### src/rtl/iob_regfile_2p_reader_pkg.sv
// Shared definitions for the register-file scan reader: FSM state width and encodings.
package iob_regfile_2p_reader_pkg;

  localparam int STATE_W = 2;

  typedef enum logic [STATE_W-1:0] {
    ST_IDLE  = 2'd0,
    ST_READ  = 2'd1,
    ST_DRAIN = 2'd2
  } state_t;

endpackage

### src/rtl/iob_reg_e.sv
// Clock-enabled register with enable and asynchronous active-low reset to zero.
module iob_reg_e #(
  parameter int DATA_W = 1
) (
  input  logic              clk_i,
  input  logic              cke_i,
  input  logic              arst_n_i,
  input  logic              en_i,
  input  logic [DATA_W-1:0] data_i,
  output logic [DATA_W-1:0] data_o
);

  always_ff @(posedge clk_i or negedge arst_n_i) begin
    if (!arst_n_i) begin
      data_o <= '0;
    end else if (cke_i && en_i) begin
      data_o <= data_i;
    end
  end

endmodule

### src/rtl/iob_regfile_2p_reader.sv
// Scans a contiguous, wrapping range of register-file entries out as a valid/ready stream.
// Stream handshake: a beat transfers on a clk_i edge with cke_i high where m_valid_o & m_ready_i;
// once m_valid_o rises, data/addr/last stay stable until that transfer (or an abort/reset).
module iob_regfile_2p_reader
  import iob_regfile_2p_reader_pkg::*;
#(
  parameter int N       = 16,
  parameter int W       = 32,
  parameter int RADDR_W = $clog2(N)
) (
  input  logic               clk_i,
  input  logic               cke_i,
  input  logic               arst_n_i,
  input  logic               start_i,
  input  logic               abort_i,
  input  logic [RADDR_W-1:0] first_i,
  input  logic [RADDR_W:0]   count_i,
  output logic [RADDR_W-1:0] raddr_o,
  input  logic [W-1:0]       rdata_i,
  output logic               m_valid_o,
  input  logic               m_ready_i,
  output logic [W-1:0]       m_data_o,
  output logic [RADDR_W-1:0] m_addr_o,
  output logic               m_last_o,
  output logic               busy_o,
  output logic               done_o
);

  state_t               r_state;
  logic [RADDR_W-1:0]   r_addr;
  logic [RADDR_W:0]     r_remain;
  logic                 r_valid;
  logic                 r_done;

  logic                 w_cap;
  logic                 w_last;
  logic                 w_last_q;
  logic [RADDR_W-1:0]   w_addr_nxt;
  logic [W+RADDR_W:0]   w_out_q;

  assign w_cap      = (r_state == ST_READ) && (!r_valid || m_ready_i) && !abort_i;
  assign w_last     = (r_remain == (RADDR_W+1)'(1));
  assign w_addr_nxt = (r_addr == RADDR_W'(N-1)) ? '0 : r_addr + RADDR_W'(1);

  // Output beat register: value, its index and the last flag are captured together.
  iob_reg_e #(
    .DATA_W(W+RADDR_W+1)
  ) u_out_reg (
    .clk_i   (clk_i),
    .cke_i   (cke_i),
    .arst_n_i(arst_n_i),
    .en_i    (w_cap),
    .data_i  ({w_last, r_addr, rdata_i}),
    .data_o  (w_out_q)
  );

  assign w_last_q = w_out_q[W+RADDR_W];
  assign m_addr_o = w_out_q[W+RADDR_W-1:W];
  assign m_data_o = w_out_q[W-1:0];

  always_ff @(posedge clk_i or negedge arst_n_i) begin
    if (!arst_n_i) begin
      r_state  <= ST_IDLE;
      r_addr   <= '0;
      r_remain <= '0;
      r_valid  <= 1'b0;
      r_done   <= 1'b0;
    end else if (cke_i) begin
      r_done <= 1'b0;
      if (abort_i) begin
        r_state <= ST_IDLE;
        r_valid <= 1'b0;
      end else begin
        case (r_state)
          ST_IDLE: begin
            if (start_i) begin
              if (count_i == '0) begin
                r_done <= 1'b1;
              end else begin
                r_state  <= ST_READ;
                r_addr   <= first_i;
                r_remain <= count_i;
              end
            end
          end
          ST_READ: begin
            if (w_cap) begin
              r_valid  <= 1'b1;
              r_addr   <= w_addr_nxt;
              r_remain <= r_remain - (RADDR_W+1)'(1);
              if (w_last) r_state <= ST_DRAIN;
            end
          end
          ST_DRAIN: begin
            if (r_valid && m_ready_i) begin
              r_valid <= 1'b0;
              r_state <= ST_IDLE;
              r_done  <= 1'b1;
            end
          end
          default: r_state <= ST_IDLE;
        endcase
      end
    end
  end

  assign raddr_o   = r_addr;
  assign m_valid_o = r_valid;
  // The stored last flag outlives its beat; gate it so it is only seen on a valid beat.
  assign m_last_o  = w_last_q & r_valid;
  assign busy_o    = (r_state != ST_IDLE);
  assign done_o    = r_done;

endmodule

### config.mk
export PLATFORM = sky130hd
export DESIGN_NAME = iob_regfile_2p_reader
export DESIGN_NICKNAME = d
export VERILOG_FILES = /design/src/rtl/iob_regfile_2p_reader_pkg.sv /design/src/rtl/iob_reg_e.sv /design/src/rtl/iob_regfile_2p_reader.sv
export SDC_FILE = /design/constraint.sdc
export NUM_CORES = 1
export LEC_CHECK = 0
export BUFFER_PORTS_ARGS = -buffer_cell sky130_fd_sc_hd__buf_2
export CORE_MARGIN = 1
export CORE_UTILIZATION = 45
export DETAILED_ROUTE_END_ITERATION = 10
export PLACE_DENSITY = 0.71
export SYNTH_ARGS = -nofsm -noshare
export SYNTH_HDL_FRONTEND = slang
export SYNTH_SLANG_ARGS = --single-unit
export TNS_END_PERCENT = 30
### constraint.sdc
create_clock -name clk_i -period 3.4 [get_ports clk_i]
set_input_delay 0 -clock clk_i [delete_from_list [all_inputs] [get_ports clk_i]]
set_output_delay 0 -clock clk_i [all_outputs]
set_load 0.02 [all_outputs]
-- Word-level counts from Yosys, hierarchy flattened
Cells that the tools add are included.
- $add $sub $neg: 2
- multiply operators: 0
- div/mod/pow operators: 0
- order comparisons: 0
- equality and inequality tests: 12
- shift operators: 0
- mux-type cells: 25
- bitwise gates (word level): 2
- reductions and logical operators: 15
- operator list (kind ; number):
    $mux 4 ; 4
    $mux 5 ; 3
    $mux 2 ; 6
    $ne 3x3->1 const B ; 4
    $reduce_and 6->1 ; 2
    $pmux 5 s2 ; 1
    $pmux 4 s2 ; 1
    $mux 1 ; 7
    $pmux 2 s3 ; 1
    $eq 5x1->1 const B ; 1
    $logic_not 5->1 ; 1
    $sub 5x1->5 const B ; 1
    $add 4x1->4 const B ; 1
    $eq 4x4->1 const B ; 1
    $logic_and 1x1->1 ; 4
    $ne 2x2->1 const B ; 2
    $pmux 1 s2 ; 2
    $reduce_and 4->1 ; 1
    $reduce_bool 2->1 ; 2
    $ne 3x2->1 const B ; 1
    $reduce_bool 3->1 ; 1
    $eq 2x1->1 const B ; 1
    $eq 2x2->1 const B ; 1
    $logic_not 1->1 ; 2
    5 further kinds ; 5
- flip-flop bits (word level): 50
- latch bits: 0
- bits in writable memories: 0
- bits in read-only memories: 0
- input port bits: 47
- output and inout port bits: 44
- memories: 0

-- Depth between registers and ports, before layout
- depth after elaboration: 7
- mapped depth: 6

-- Cells and area by module
From an unflattened synthesis, not the netlist that was laid out.
- cells, all modules: 174
- area total of the unflattened synthesis: 2422.3 um2
- by module, submodules not included (module ; times used ; cells each ; area each (um2) ; sequential area each (um2)):
    iob_reg_e ; 1 ; 78 ; 1526.5 ; 925.9
    iob_regfile_2p_reader ; 1 ; 96 ; 895.9 ; 325.3

-- Least setup slack after synthesis
OpenSTA, ideal clock, no wires.
- kind: flip-flop to flip-flop
- from: register r_state[1]
- to: register u_out_reg.data_o[10]
- setup time: 125 ps
- arrival time: 1707 ps
- setup slack: 1568 ps
- cell stages (with the launch flop): 6
- path buffers: 2
- cells stage by stage: dfrtp_1 > or3b_1 > or3b_1 > buf_6 > buf_6 > mux2_4
- longest elaborated chain between the ends: 4
- ends and longest elaborated chain (element ; RTL line ; RTL):
    from (decl) ; iob_regfile_2p_reader.sv:29 ; state_t r_state;
    from (signal assigned) ; iob_regfile_2p_reader.sv:63 ; r_state <= ST_IDLE;
    from (signal assigned) ; iob_regfile_2p_reader.sv:71 ; r_state <= ST_IDLE;
    from (signal assigned) ; iob_regfile_2p_reader.sv:80 ; r_state <= ST_READ;
    $eq 2x1->1 ; iob_regfile_2p_reader.sv:41 ; assign w_cap = (r_state == ST_READ) && (!r_valid || m_ready_i) && !abort_i;
    $logic_and 1x1->1 (2 in series) ; iob_regfile_2p_reader.sv:41 ;
    $logic_and 1x1->1 ; iob_reg_e.sv:16 ; end else if (cke_i && en_i) begin
    to (signal assigned) ; iob_reg_e.sv:17 ; data_o <= data_i;
    to (decl) ; iob_reg_e.sv:10 ; output logic [DATA_W-1:0] data_o
Every way passes these cells.
A chain may end at the register's enable or synchronous reset.

-- Worst setup path in the final report
- from: register r_state[1]
- to: register r_state[1]
- longest elaborated chain between the ends: 5
- ends and longest elaborated chain (element ; RTL line):
    $eq 2x1->1 ; iob_regfile_2p_reader.sv:41, iob_regfile_2p_reader.sv:74
    $logic_and 1x1->1 (2 in series) ; iob_regfile_2p_reader.sv:41
    $ne 3x2->1 (no line) ; -
    $reduce_and 6->1 (no line) ; -
Several ways; a longest one is shown, not always the timed one.

==> metrics.txt <==
outcome completed; worst stage delay on the critical path roughly 0.9 ns; most used flip-flop cell after synthesis dfrtp_1; PD cells 879 nW/um^2; first-pass GRT wire length 9230 um; post-route ant nets 0; dpl ws between 0.9 and 1 ns; CTS tree done; GRT Util Overall 19.2%; area grow syn2layout 28.0%; WS Path Type register to register; compound-gate portion of the synthesized area 8.43%; number of H-tree levels 2; DRT iter0 DRCs 60; synthesized net count 272; register bit total from synthesis 50; worst path cell trace or3b_1, or3b_2, or2_2, nand3_1; num rows 27; Worst Setup End Kind register; Synth Instances 222; GR peak layer met2; hpwl dp 3330 um; Simple-Gate Fraction of Synth Area between 10% and 20%; fmax between 400 and 500 MHz; nature of the critical path startpoint register; worst path required time about 3.6 ns; Worst-Margin Slew 1.19 ns; core footprint 5510 sq um; Die H between 70 and 80 um; Crit-path slowest cell or3b_2; fin worst setup slack 0.927 ns; number of diodes 0; yosys warns 0; most common cell after layout, fill and taps aside buf_2; Buf/Inv on CP 0; Placer Congestion 0.800; DRT Wirelength 5410 um; mux share of post-synthesis cell area 18.5%; period utilization 72.7%; initial core utilization a little under half; Max Cap Viol 0; Final Max Tran Viols 0; die area 6050 sq um; Clock Pin Slew Worst Setup and Hold Paths 0.10 ns; largest family of logic cells by synthesized area multiplexers; min-delay worst type input port to register; Leakage 1.63 nW; Clock Skews 0.0120 ns; worst-skew pair later-pin latency 0.30 ns; M2 GR Usage 33.0%; initial antenna violation count 0; XOR/XNOR share of the synthesized area 0%; Final setup viols 0; crit path time final around 2.5 ns; WL/cell 14.0 um; Port Buffers 90; relative slew slack a little over a fifth; Top delay family on crit path simple AND/OR/NAND/NOR gates; Clock Tree Buf Depth 2; RSZ-0062 raised after global routing false; Peak VDD IR 415 uV; Yosys cell types 37; most frequent cells in the layout buf_2, dfrtp_1, dlygate4sd3_1; overflow left after global routing 0; endpoints failing hold 0; vias a little under 2000; layout net count roughly 360; layout cells sized above 1 44.4%; met1 GRT Util between 20% and 30%; setup_tns 0 ns; fraction of registers with async set/reset 100%; vias per inst around 5.0; sequential fraction of the synthesis area 48.4%; clk sinks 50; # DRC 0; TritonRoute pass-1 iters 4; Post-synth EDFFs 0; grt met3 use 4.71%; adder-cell share of the synthesized area 1.45%; final-layout fill cell count 456; pin count of the biggest net entering global routing 51; Avg Cell Area, Syn 11.6 sq um; root buf cell clkbuf_8; crit path max fanout 38; vias in the first global route 1998; IO Count 91; CTS resizes 0; WP data arrival 2.72 ns; Die W between 70 and 80 um; cell area after synthesis 2580 sq um; Inserted Clock Buffers 5
[synth_stat cells, types with 3 or more instances]
library cell | count | area (sq um)
a21oi_1 | 12 | 60.1
a31oi_1 | 6 | 37.5
and2_1 | 3 | 18.8
buf_4 | 36 | 270
buf_6 | 3 | 33.8
clkbuf_1 | 5 | 18.8
dfrtp_1 | 50 | 1250
ha_1 | 3 | 37.5
inv_1 | 3 | 11.3
mux2_2 | 17 | 191
mux2_4 | 19 | 285
nand2_1 | 17 | 63.8
nor2_1 | 8 | 30.0
nor2b_1 | 4 | 25.0
o21ai_0 | 5 | 25.0
o22ai_1 | 3 | 18.8
[path summary, 6_finish.rpt]
kind                                                  start                                to  slack (ns)  depth (start not counted)
max in group asynchronous                          arst_n_i            raddr_o[1]$_DFFE_PN0P_        2.27                          2
min in group asynchronous                          arst_n_i  u_out_reg.data_o[16]$_DFFE_PN0P_        0.46                          2
setup reg to reg                     r_state[1]$_DFFE_PN0P_            r_state[1]$_DFFE_PN0P_        0.93                          4
hold / removal                                   first_i[2]            raddr_o[2]$_DFFE_PN0P_        0.01                          3
setup / recovery                     r_state[1]$_DFFE_PN0P_            r_state[1]$_DFFE_PN0P_        0.93                          4
hold reg to reg            u_out_reg.data_o[36]$_DFFE_PN0P_  u_out_reg.data_o[36]$_DFFE_PN0P_        0.49                          2
[registers in the layout, indices dropped and copies added, names as in the netlist]
register and cells:
done_o 1, r_state 2, u_out_reg.data_o 37, raddr_o 4
r_remain 5, m_valid_o 1
[cells by family after synthesis]
kind of cell | after synthesis
compound gates | 35
fa+ha+maj | 3
buf+inv | 48
flops | 50
mux | 36
simple gates | 50
[through the flow]
stage               total power [mW]  instances  hold slack, ns  instance area, sq um  utilization [%]
detailed placement              2.45        340           0.235                  2800             50.9
global placement                2.42        340           0.232                  2800             50.9
CTS                             2.92        387         0.00280                  3310             60.1
floorplan                       2.34        222          -0.296                  2580                -
global route                    3.11        387          0.0402                  3310             60.1
finish                          2.91        387         0.00960                  3310             60.1
[final cells by class]
type	instances	area, sq um	area share (%)
sequential	50	1250	37.8
clock buffer	5	68.8	2.08
inverter	3	11.3	0.340
tap	72	90.1	2.72
timing repair buffer	130	848	25.6
clock inverter	3	45.0	1.36
multi-input combinational	124	993	30.0
[tightest hold or removal path: cells and delay by family]
family | cells | cell delay, ns
AO/OA/AOI/OAI | 2 | 0.18
buffers and inverters | 1 | 0.09
[what timing repair did]
item	4_1_cts	5_1_grt
hold buffers	39	0
hold endpoints to repair	86	0
buffers inserted	0	0
[routing by layer]
layer	wire length, um	part of all wire [%]
met4	59	1.1
met3	361	6.7
met2	2630	49
met1	2360	44
met5	0	0
[report_power, final]
group	switching, mW	internal [mW]
registers	0.228	0.885
clock network	0.198	0.219
logic	0.731	0.646
total	1.16	1.75
No activity file was read; power rests on OpenSTA's default activity.
